$ cat src/rtl/uart_pkg.sv
// Shared UART definitions: default byte width, FIFO sizing defaults and a
// saturating increment used by the stats counters.
package uart_pkg;

   localparam int DEF_DATA_BITS  = 8;
   localparam int DEF_DEPTH_LOG2 = 4;
   localparam int DEF_DEPTH      = 1 << DEF_DEPTH_LOG2;

   function automatic logic [15:0] sat_inc16(input logic [15:0] v);
      return (v == 16'hFFFF) ? v : v + 16'd1;
   endfunction

endpackage

$ cat src/rtl/uart_rx_fifo_if.sv
// Valid/ready byte stream from the receive FIFO to the host-side consumer.
interface uart_rx_fifo_if #(
   parameter int DATA_BITS = 8
);
   logic [DATA_BITS-1:0] m_data;
   logic                 m_valid;
   logic                 m_ready;

   modport master (
      output m_data,
      output m_valid,
      input  m_ready
   );

   modport slave (
      input  m_data,
      input  m_valid,
      output m_ready
   );
endinterface

$ cat src/rtl/uart_edge_detect.sv
// Single-cycle rising-edge strobe. RST_VAL = 1 suppresses a strobe when the
// input is already high as reset releases.
module uart_edge_detect #(
   parameter logic RST_VAL = 1'b1
) (
   input  logic clk,
   input  logic rst,
   input  logic d,
   output logic rise
);

   logic d_q;

   always_ff @(posedge clk or posedge rst) begin
      if (rst) begin
         d_q <= RST_VAL;
      end else begin
         d_q <= d;
      end
   end

   assign rise = d & ~d_q;

endmodule

$ cat src/rtl/uart_rx_fifo.sv
// Receive byte buffer behind Uart8Receiver: first-word-fall-through FIFO with
// framing-error discard and sticky overflow. Optional UART_RX_FIFO_STATS_EN
// adds saturating frame-error and drop counters.
module uart_rx_fifo
   import uart_pkg::*;
#(
   parameter int DATA_BITS   = DEF_DATA_BITS,
   parameter int DEPTH_LOG2  = DEF_DEPTH_LOG2,
   parameter int ALMOST_FULL = 12
) (
   input  logic                  clk,
   input  logic                  rst,
   input  logic [DATA_BITS-1:0]  rx_data,
   input  logic                  rx_done,
   input  logic                  rx_err,
   uart_rx_fifo_if.master        m_if,
   output logic [DEPTH_LOG2:0]   count,
   output logic                  almost_full,
   output logic                  overflow,
   input  logic                  clr_overflow
`ifdef UART_RX_FIFO_STATS_EN
   ,
   output logic [15:0]           frame_err_cnt,
   output logic [15:0]           drop_cnt
`endif
);

   localparam int DEPTH = 1 << DEPTH_LOG2;
   localparam int CW    = DEPTH_LOG2 + 1;
   localparam logic [CW-1:0] FULL_CNT = CW'(DEPTH);
   localparam logic [CW-1:0] AF_CNT   = CW'(ALMOST_FULL);

   logic [DATA_BITS-1:0]  mem [DEPTH];
   logic [DEPTH_LOG2-1:0] wr_ptr;
   logic [DEPTH_LOG2-1:0] rd_ptr;

   logic cap;
   logic good;
   logic full;
   logic pop;
   logic push;
   logic drop;

   uart_edge_detect #(
      .RST_VAL (1'b1)
   ) u_done_edge (
      .clk  (clk),
      .rst  (rst),
      .d    (rx_done),
      .rise (cap)
   );

   assign full = (count == FULL_CNT);
   assign pop  = m_if.m_valid & m_if.m_ready;
   assign good = cap & ~rx_err;
   // A pop in the same cycle frees the slot, so a full FIFO still accepts.
   assign push = good & (~full | pop);
   assign drop = good & full & ~pop;

   always_ff @(posedge clk) begin
      if (push) begin
         mem[wr_ptr] <= rx_data;
      end
   end

   always_ff @(posedge clk or posedge rst) begin
      if (rst) begin
         wr_ptr <= '0;
         rd_ptr <= '0;
         count  <= '0;
      end else begin
         if (push) begin
            wr_ptr <= wr_ptr + 1'b1;
         end
         if (pop) begin
            rd_ptr <= rd_ptr + 1'b1;
         end
         case ({push, pop})
            2'b10:   count <= count + CW'(1);
            2'b01:   count <= count - CW'(1);
            default: count <= count;
         endcase
      end
   end

   always_ff @(posedge clk or posedge rst) begin
      if (rst) begin
         overflow <= 1'b0;
      end else if (drop) begin
         overflow <= 1'b1;
      end else if (clr_overflow) begin
         overflow <= 1'b0;
      end
   end

`ifdef UART_RX_FIFO_STATS_EN
   always_ff @(posedge clk or posedge rst) begin
      if (rst) begin
         frame_err_cnt <= '0;
         drop_cnt      <= '0;
      end else begin
         if (cap && rx_err) begin
            frame_err_cnt <= sat_inc16(frame_err_cnt);
         end else if (clr_overflow) begin
            frame_err_cnt <= '0;
         end
         if (drop) begin
            drop_cnt <= sat_inc16(drop_cnt);
         end else if (clr_overflow) begin
            drop_cnt <= '0;
         end
      end
   end
`endif

   assign m_if.m_data  = mem[rd_ptr];
   assign m_if.m_valid = (count != '0);
   assign almost_full  = (count >= AF_CNT);

endmodule

$ cat src/flat_wrapper.sv
// flat-port wrapper written by rule: the top's interface ports become plain ports
module uart_rx_fifo_flat import uart_pkg::*;
#(
   parameter int DATA_BITS   = DEF_DATA_BITS,
   parameter int DEPTH_LOG2  = DEF_DEPTH_LOG2,
   parameter int ALMOST_FULL = 12
)
  (clk, rst, rx_data, rx_done, rx_err, count, almost_full, overflow, clr_overflow, m_if_m_data, m_if_m_valid, m_if_m_ready);
  uart_rx_fifo_if #(.DATA_BITS(DATA_BITS)) m_if_i ();
  input  logic clk;
  input  logic rst;
  input  logic [DATA_BITS-1:0] rx_data;
  input  logic rx_done;
  input  logic rx_err;
  output logic [DEPTH_LOG2:0] count;
  output logic almost_full;
  output logic overflow;
  input  logic clr_overflow;
  output wire logic [$bits(m_if_i.m_data)-1:0] m_if_m_data;
  output wire logic [$bits(m_if_i.m_valid)-1:0] m_if_m_valid;
  input wire logic [$bits(m_if_i.m_ready)-1:0] m_if_m_ready;
  assign m_if_m_data = m_if_i.m_data;
  assign m_if_m_valid = m_if_i.m_valid;
  assign m_if_i.m_ready = m_if_m_ready;
  uart_rx_fifo #(.DATA_BITS(DATA_BITS), .DEPTH_LOG2(DEPTH_LOG2), .ALMOST_FULL(ALMOST_FULL)) u_core (.clk(clk), .rst(rst), .rx_data(rx_data), .rx_done(rx_done), .rx_err(rx_err), .m_if(m_if_i), .count(count), .almost_full(almost_full), .overflow(overflow), .clr_overflow(clr_overflow));
endmodule
$ cat config.mk
export PLATFORM = sky130hd
export DESIGN_NAME = uart_rx_fifo_flat
export DESIGN_NICKNAME = d
export VERILOG_FILES = /design/src/rtl/uart_pkg.sv /design/src/rtl/uart_rx_fifo_if.sv /design/src/rtl/uart_edge_detect.sv /design/src/rtl/uart_rx_fifo.sv /design/src/flat_wrapper.sv
export SDC_FILE = /design/constraint.sdc
export NUM_CORES = 1
export LEC_CHECK = 0
export CAP_MARGIN = 20
export CORE_UTILIZATION = 47
export CTS_BUF_LIST = sky130_fd_sc_hd__clkbuf_4 sky130_fd_sc_hd__clkbuf_8
export DETAILED_ROUTE_END_ITERATION = 7
export SYNTH_ARGS = -nofsm -noshare
export SYNTH_HDL_FRONTEND = slang
export SYNTH_SLANG_ARGS = --single-unit
$ cat constraint.sdc
create_clock -name clk -period 6.15 [get_ports clk]
set_input_delay 0.615 -clock clk [delete_from_list [all_inputs] [get_ports clk]]
set_output_delay 0.615 -clock clk [all_outputs]
set_load 0.05 [all_outputs]
### After elaboration in Yosys (flattened, before gate mapping)

Memory sizes are Yosys's and may differ from the RTL's.
Index checks and enable logic that the tools add are counted.

* register bits: 15
* bits in latches: 0
* memory bits (writable): 128
* ROM bits: 0
* bits of input ports: 14
* memories kept: 1

* add/subtract/negate cells: 4
* multipliers: 0
* divide/modulo/power cells: 0
* order comparisons: 1
* eq/ne operators: 3
* shift operators: 0
* multiplexer cells: 5
* bitwise operators: 11
* reduce and logical (&&, ||, !) cells: 3

Memory list
* u_core.mem: depth 16, width 8, read ports 1, clocked after Yosys merged registers in 0, write ports 1, line uart_rx_fifo.sv:33 `logic [DATA_BITS-1:0] mem [DEPTH];`

Operators by type and width (number)
* one-hot mux 5 bit (2 select lines): 1
* adder 4 x 1 -> 4 bit (second input constant): 2
* AND 1 bit: 6
* adder 5 x 1 -> 5 bit (second input constant): 1
* == test 5 bit (second input constant): 1
* greater-or-equal comparator 5 x 4 -> 1 bit (second input constant): 1
* nonzero test 5 bit: 1
* subtractor 5 x 1 -> 5 bit (second input constant): 1
* 2-to-1 mux 1 bit: 4
* NOT 1 bit: 4
* nonzero test 2 bit: 2
* == test 2 x 1 -> 1 bit (second input constant): 1
* == test 2 bit (second input constant): 1
* bitwise OR 1 bit: 1

### Depth between registers and ports, before layout

Gate-level depths: netlist (run 1).

* depth after elaboration: 6
* depth in mapped cells: 10

### Modules after synthesis

Synthesis (run 1) repeated with hierarchy kept, for this count alone.

* cells, all modules: 299
* area, all modules: 5728.0 um2

Modules (own cells, without submodules)
* uart_rx_fifo: times used 1, cells an instance 296, area an instance 5684.2 um2, sequential area each 4194.0 um2
* uart_edge_detect: times used 1, cells an instance 3, area an instance 43.8 um2, sequential area each 26.3 um2

### Worst setup path after synthesis (run 1)

No wires, ideal clock.

* path kind: input port to flip-flop
* from: input rx_err
* to: memory u_core.mem[3][0], enable pin
* arrival time: 2232 ps
* slack: 3535 ps
* stages on the path: 5
* path through: or3b_1 > buf_2 > a31oi_2 > nand2_1 > nor3_1

* word-level cells in the longest chain between the ends: 5

Ends and longest elaborated chain
* start, declared: line flat_wrapper.sv:14 `input logic rx_err;`
* NOT 1 bit: line uart_rx_fifo.sv:55 `assign good = cap & ~rx_err;`
* AND 1 bit: line uart_rx_fifo.sv:55
* AND 1 bit: line uart_rx_fifo.sv:57 `assign push = good & (~full | pop);`
* 2-to-1 mux 1 bit: line uart_rx_fifo.sv:61 `if (push) begin`
* 2-to-1 mux 1 bit (not written as such): line uart_rx_fifo.sv:62 `mem[wr_ptr] <= rx_data;`
* end, declared: line uart_rx_fifo.sv:33

No other way between the ends.

### Worst setup path in the final report (run 1)

* from: register u_core.rd_ptr[0]
* to: output m_if_m_data[5]

* word-level cells in the longest chain between the ends: 1

Ends and longest elaborated chain
* start, declared: line uart_rx_fifo.sv:35 `logic [DEPTH_LOG2-1:0] rd_ptr;`
* start signal, assigned: line uart_rx_fifo.sv:76 `rd_ptr <= rd_ptr + 1'b1;`
* memory (16 x 8 bit)
* end, declared: line flat_wrapper.sv:19 `output wire logic [$bits(m_if_i.m_data)-1:0] m_if_m_data;`

No other way between the ends.

==> impl_results.md, run 1 <==
* Status: finished, violations left
* Failing checks: DRC
* Max_cap viols at 0
* TritonRoute pass-1 iters at 8
* Core Util, Final at 56.1%
* Post-route cell area at 6550 sq um
* Full die area at 12600 sq um
* Maximum VDD drop at 0.314 mV
* Critical path type: reg2out
* Yosys cell types at 42
* CP Data Arrival Time at 3250 ps
* Pre-CTS WS at 2570 ps
* Number of vias per cell at 5.73
* Critical path startpoint category: flip-flop
* Share of layout cells above drive strength 1 at 20.4%
* Post-CTS sizing at 0
* Clk buf depth at 2
* Clock Latency Late Sink at 440 ps
* Clock slew at reported path FFs at 70 ps
* P_leak at 2.14 nW
* Synth Warn # at 0
* Skew final at 6.66 ps
* Wire per inst at 22.5 um
* Dpl cell area at 6150 sq um
* Rel. slew slack at 31.3%
* Synth top area cells: edfxtp_1, mux4_2, dfrtp_1
* Final Worst Setup Slack at 2280 ps
* CTS tree: yes
* Diodes inserted at 0
* Setup crit end kind: output port
* Wire length of the first global-routing pass at 17.7 mm
* Routed WL at 11.2 mm
* Slowest stage delay, CP at 750 ps
* Avg Cell Area, Syn at 18.9 sq um
* Power Density at 463 nW/um^2
* Syn Inst Count at 303
* Most common cell after layout, fill and taps aside: edfxtp_1
* Row count at 39
* Chip height at 112 um
* Starting Density at 49.1%
* Worst-Margin Slew at 1020 ps
* Fmax at 0.259 GHz
* Metal2 WL at 5.32 mm
* Syn Nets at 323
* Number of global-route vias before repair at 2958
* CTS root buf: clkbuf_8
* Final ANT Viol Nets at 0
* I/O pin cnt at 30
* Final worst-path cycle share at 62.9%
* Clock H-tree levels at 4
* Most frequent cells in the layout: edfxtp_1, mux4_2, clkdlybuf4s50_1, nand2_1, clkbuf_8
* Post-Syn Area at 5720 sq um
* Hold buffers post-CTS at 0
* Sum Neg Setup Slack at 0 ps
* Num CTS Buffers at 17
* Final setup viols at 0
* Area grow syn2layout at 14.4%
* #FFs+latches synth at 143
* Clock sink total at 143
* Top delay family on crit path: buffers and inverters
* Largest net degree at the start of global routing at 21
* Fin. max-slew vios at 0
* Endpoints failing hold at 0
* Buf/Inv on CP at 2
* Worst EP required at 5530 ps
* Antenna violations before repair at 0
* Uppermost layer routed: met4
* Final Net Count at 360
* Met3 WL post-DR at 528 um
* HPWL Detailed at 7.15 mm
* Grt ovf at 0
* I/O Buffers at 29
* Synth area leader: edfxtp_1
* Slowest cell on crit path: dfrtp_2
* Routed vias at 2843
* Worst-path cell chain: buf_4 > mux4_2 > a22oi_1 > nand2_1 > clkdlybuf4s50_1
* Hold Crit Class: reg2reg
* Worst-path fanout max at 19
* Minimum clock period at 3870 ps
* Worst hold slack at 532 ps
* Drc violations at 1
* Setup repair bufs after CTS at 0
* CORE AREA at 11700 sq um
* Unrepaired setup endpoints after global routing: false
* Yosys top cell area share at 67.2%
* GRT Overall Usage at 20.0%
* M1 WL at 5.10 mm
* Number of DRC markers in iteration 0 at 310
* Routability congestion estimate at 0.727
* Die width at 112 um
* Seq/Total Area, Yosys at 73.8%
==> final timing paths <==
kind	slack [ps]	startpoint	end	depth (start not counted)
max in group asynchronous	5170	rst	u_core.rd_ptr[0]	2
hold / removal	530	u_core.overflow	u_core.overflow	2
setup reg to reg	3400	u_core.u_done_edge.d_q	u_core.mem[0][1]	4
hold reg to reg	530	u_core.overflow	u_core.overflow	2
setup / recovery	2280	u_core.rd_ptr[0]	m_if_m_data[5]	5
min in group asynchronous	540	rst	u_core.wr_ptr[2]	2
==> cell type report <==
type                       count  area, sq um
fill                         927         5120
tap                          143          179
multi-input combinational    138         1410
inverter                       6         22.5
timing repair buffer          34          323
sequential                   143         4220
clock buffer                  19          249
clock inverter                13          146
==> routing by layer <==
layer,vias up,global-route usage [%]
li1,1284,-
met1,1464,27.7
met2,80,29.8
met3,15,4.91
met4,0,9.87
met5,-,0
==> flip-flops by register name (all words and copies together) (netlist names) <==
name and cells:
u_core.mem 128, u_core.count 5, u_core.rd_ptr 4, u_core.wr_ptr 4
u_core.overflow 1, u_core.u_done_edge.d_q 1
==> through the flow <==
stage	total power, mW	cells
after floorplan	2.02	303
after global placement	2.32	461
after detailed placement	2.33	463
after CTS	3.07	495
after global routing	3.18	496
final	3.03	496
==> worst reg2reg max path, cell delays in order (launching register included) <==
cell	delay, ps
dfstp_2	370
or3b_1	510
a31oi_2	430
nand2_1	240
nor3_1	830
==> where the power goes <==
group | total (mW) | switching [mW] | leakage (nW) | internal [mW]
sequential | 1.26 | 0.137 | 1.33 | 1.12
combinational | 1.03 | 0.594 | 0.618 | 0.436
clock | 0.744 | 0.341 | 0.191 | 0.403
==> Yosys cell counts <==
cell,number
and3_1,1
buf_6,1
o221ai_1,1
or4_1,1
nand3_1,2
a21oi_1,1
and2_1,1
xnor2_1,7
nand2b_1,3
nor2b_1,2
o22ai_2,1
or4_4,1
clkbuf_1,6
mux4_2,32
nor3_1,4
dfrtp_1,14
a21o_1,1
dfstp_2,1
a22oi_1,16
o41ai_1,1
a21boi_1,1
o21ai_1,1
nand2_1,24
nor4_1,1
ha_1,6
o211ai_1,1
edfxtp_1,128
o2111ai_1,1
buf_1,4
a31oi_2,1
o32ai_1,1
nor2_1,14
nand4_1,2
o21ai_0,2
or3b_1,1
mux2_4,1
o21a_1,1
inv_1,6
xor2_1,3
buf_2,5
or3_1,1
nor3b_1,1
==> logic make-up (layout without fill, tap and decap cells) <==
| logic type | count (synthesis) | count (layout) | synth area share [%] |
|---|---|---|---|
| adder cells (fa/ha/maj) | 6 | 6 | 1.31 |
| AO/OA/AOI/OAI | 30 | 30 | 4.02 |
| multiplexers | 33 | 33 | 12.9 |
| flip-flops | 143 | 143 | 73.8 |
| buffers and inverters | 22 | 72 | 1.68 |
| AND/OR/NAND/NOR | 59 | 59 | 4.83 |
| XOR/XNOR | 10 | 10 | 1.53 |
Power figures use the tool's default switching activity.
==> run 2: changes to the inputs <==
--- a/config.mk
+++ b/config.mk
@@ -9,6 +9,7 @@
 export CORE_UTILIZATION = 47
 export CTS_BUF_LIST = sky130_fd_sc_hd__clkbuf_4 sky130_fd_sc_hd__clkbuf_8
 export DETAILED_ROUTE_END_ITERATION = 7
+export PLACE_DENSITY = 0.67
 export SYNTH_ARGS = -nofsm -noshare
 export SYNTH_HDL_FRONTEND = slang
 export SYNTH_SLANG_ARGS = --single-unit
==> constraint.sdc (replaced) <==
create_clock -name clk -period 3.1 [get_ports clk]
set_input_delay 0.31 -clock clk [delete_from_list [all_inputs] [get_ports clk]]
set_output_delay 0.31 -clock clk [all_outputs]
set_load 0.05 [all_outputs]
==> run 2 against run 1 <==
The flow now finishes without violations. Worst setup slack lost 2000 ps. Cell area grew 1.3%. Via count grew 3.0%. Critical endpoint is now m_if_m_data[7].
==> impl_results.md, run 2 (synthesis results as in run 1) <==
* Row count at 39 (unchanged)
* Wire length of the first global-routing pass at 17.0 mm (-3.9%)
* GRT Overall Usage at 18.9% (-1.0 points)
* Number of vias per cell at 5.71 (-0.39%)
* Unrepaired setup endpoints after global routing: false
* Final Net Count at 377 (+4.7%)
* Top reg by flops: u_core.mem
* Skew final at 8.91 ps (+2.25 ps)
* Sum Neg Setup Slack at 0 ps (unchanged)
* Slowest stage delay, CP at 660 ps (-90 ps)
* Largest net degree at the start of global routing at 34 (+62%)
* Endpoints failing hold at 0 (unchanged)
* Regs by FF count: u_core.mem x128, u_core.count x5
* Status: finished clean
* Most common cell after layout, fill and taps aside: edfxtp_1
* Routed WL at 10.8 mm (-3.1%)
* TritonRoute pass-1 iters at 4 (-4)
* Drc violations at 0 (-1)
* Hold buffers post-CTS at 0 (unchanged)
* Share of layout cells above drive strength 1 at 26.2% (+5.8 points)
* CORE AREA at 11700 sq um (unchanged)
* Setup repair bufs after CTS at 0 (unchanged)
* Maximum VDD drop at 0.536 mV (+71%)
* R2R Setup Slk at 680 ps (-2720 ps)
* Starting Density at 49.1% (unchanged)
* P_leak at 2.25 nW (+5.0%)
* CTS tree: yes
* Num CTS Buffers at 17 (unchanged)
* Setup crit end kind: output port
* Clock H-tree levels at 4 (unchanged)
* Final worst-path cycle share at 90.4%
* Antenna violations before repair at 0 (unchanged)
* Power Density at 883 nW/um^2 (+91%)
* CP Data Arrival Time at 2490 ps (-760 ps)
* I/O Buffers at 29 (unchanged)
* Critical path startpoint category: flip-flop
* Wire per inst at 21.1 um (-6.4%)
* Clock slew at reported path FFs at 70 ps (about the same)
* Fin. max-slew vios at 0 (unchanged)
* Clk buf depth at 2 (unchanged)
* Dpl cell area at 6290 sq um (+2.3%)
* Minimum clock period at 2800 ps
* Clock sink total at 143 (unchanged)
* Routability congestion estimate at 0.807 (+11%)
* Worst-path cell chain: buf_12 > mux4_2 > a22oi_1 > nand2_1 > buf_4
* Worst-Margin Slew at 792 ps (-230 ps)
* Max_cap viols at 0 (unchanged)
* Max FFs per register at 128 (unchanged)
* Worst-path fanout max at 13 (-6)
* Routed vias at 2929 (+3.0%)
* Full die area at 12600 sq um (unchanged)
* Worst EP required at 2790 ps (-2740 ps)
* Number of DRC markers in iteration 0 at 202 (-35%)
* Critical path type: reg2out
* Post-route cell area at 6630 sq um (+1.3%)
* Diodes inserted at 0 (unchanged)
* Fmax at 0.357 GHz
* Chip height at 112 um (unchanged)
* Clock Latency Late Sink at 440 ps (about the same)
* Post-CTS sizing at 0 (unchanged)
* Layout Cells excl Fill at 513 (+3.4%)
* I/O pin cnt at 30 (unchanged)
* Die width at 112 um (unchanged)
* Final ANT Viol Nets at 0 (unchanged)
* Rel. slew slack at 47.1% (+16 points)
* Fill cells at 894 (-3.6%)
* Grt ovf at 0 (unchanged)
* Slowest cell on crit path: dfrtp_2
* HPWL Detailed at 7.05 mm (-1.5%)
* Most frequent cells in the layout: edfxtp_1, mux4_2, buf_4, nand2_1, clkdlybuf4s50_1
* CTS root buf: clkbuf_8
* Area grow syn2layout at 15.9%
* Hold Crit Class: in2async
* Number of global-route vias before repair at 3116 (+5.3%)
* Final setup viols at 0 (unchanged)
* Inst Count DP at 481 (+3.9%)
* Core Util, Final at 56.9% (+0.73 points)
[run 2: area by class of cell]
| type | instances | area (sq um) | area share, % |
|---|---|---|---|
| Clock buffer | 22 | 272 | 4.09 |
| Multi-Input combinational cell | 138 | 1410 | 21.2 |
| Tap cell | 143 | 179 | 2.70 |
| Sequential cell | 143 | 4220 | 63.7 |
| Inverter | 6 | 22.5 | 0.340 |
| Clock inverter | 10 | 71.3 | 1.08 |
| Timing Repair Buffer | 51 | 460 | 6.94 |
[run 2: power by group]
group | switching, mW | internal [mW] | leakage, nW | total, mW
combinational | 1.25 | 0.877 | 0.727 | 2.12
clock | 0.629 | 0.660 | 0.188 | 1.29
sequential | 0.212 | 2.23 | 1.33 | 2.44
[run 2: stage by stage]
stage                     total power [mW]  hold slack, ps  worst slack [ps]
final                                 5.86             224               297
after global routing                  6.14             290               137
after CTS                             5.92             228               255
after detailed placement              4.63             503               486
after global placement                4.61             495               528
after floorplan                       4.00             211               615
[run 2: final timing paths]
check | start | to | cells after the start
max | u_core.rd_ptr[0] | m_if_m_data[7] | 5
min | rst | u_core.wr_ptr[2] | 2
max reg2reg | u_core.count[0] | u_core.count[4] | 6
min reg2reg | u_core.rd_ptr[1] | u_core.rd_ptr[1] | 2
max in group asynchronous | rst | u_core.rd_ptr[0] | 2
min in group clk | rx_done | u_core.u_done_edge.d_q | 1
[run 2: critical path, delay by kind of cell, from the launching register on]
family / cells / cell delay, ps
AOI/OAI and AO/OA: 1 / 320
DFF: 1 / 660
buffers and inverters: 2 / 430
and+or+nand+nor: 1 / 110
muxes: 1 / 530
[run 2: layer usage]
metal	up-vias	routed length [um]	share of wire [%]	track usage [%]
met5	-	0	0	0
met4	0	143	1.3	6.93
met3	13	552	5.1	5.13
met2	98	5570	52	31.6
met1	1493	4540	42	23.9
li1	1325	-	-	-
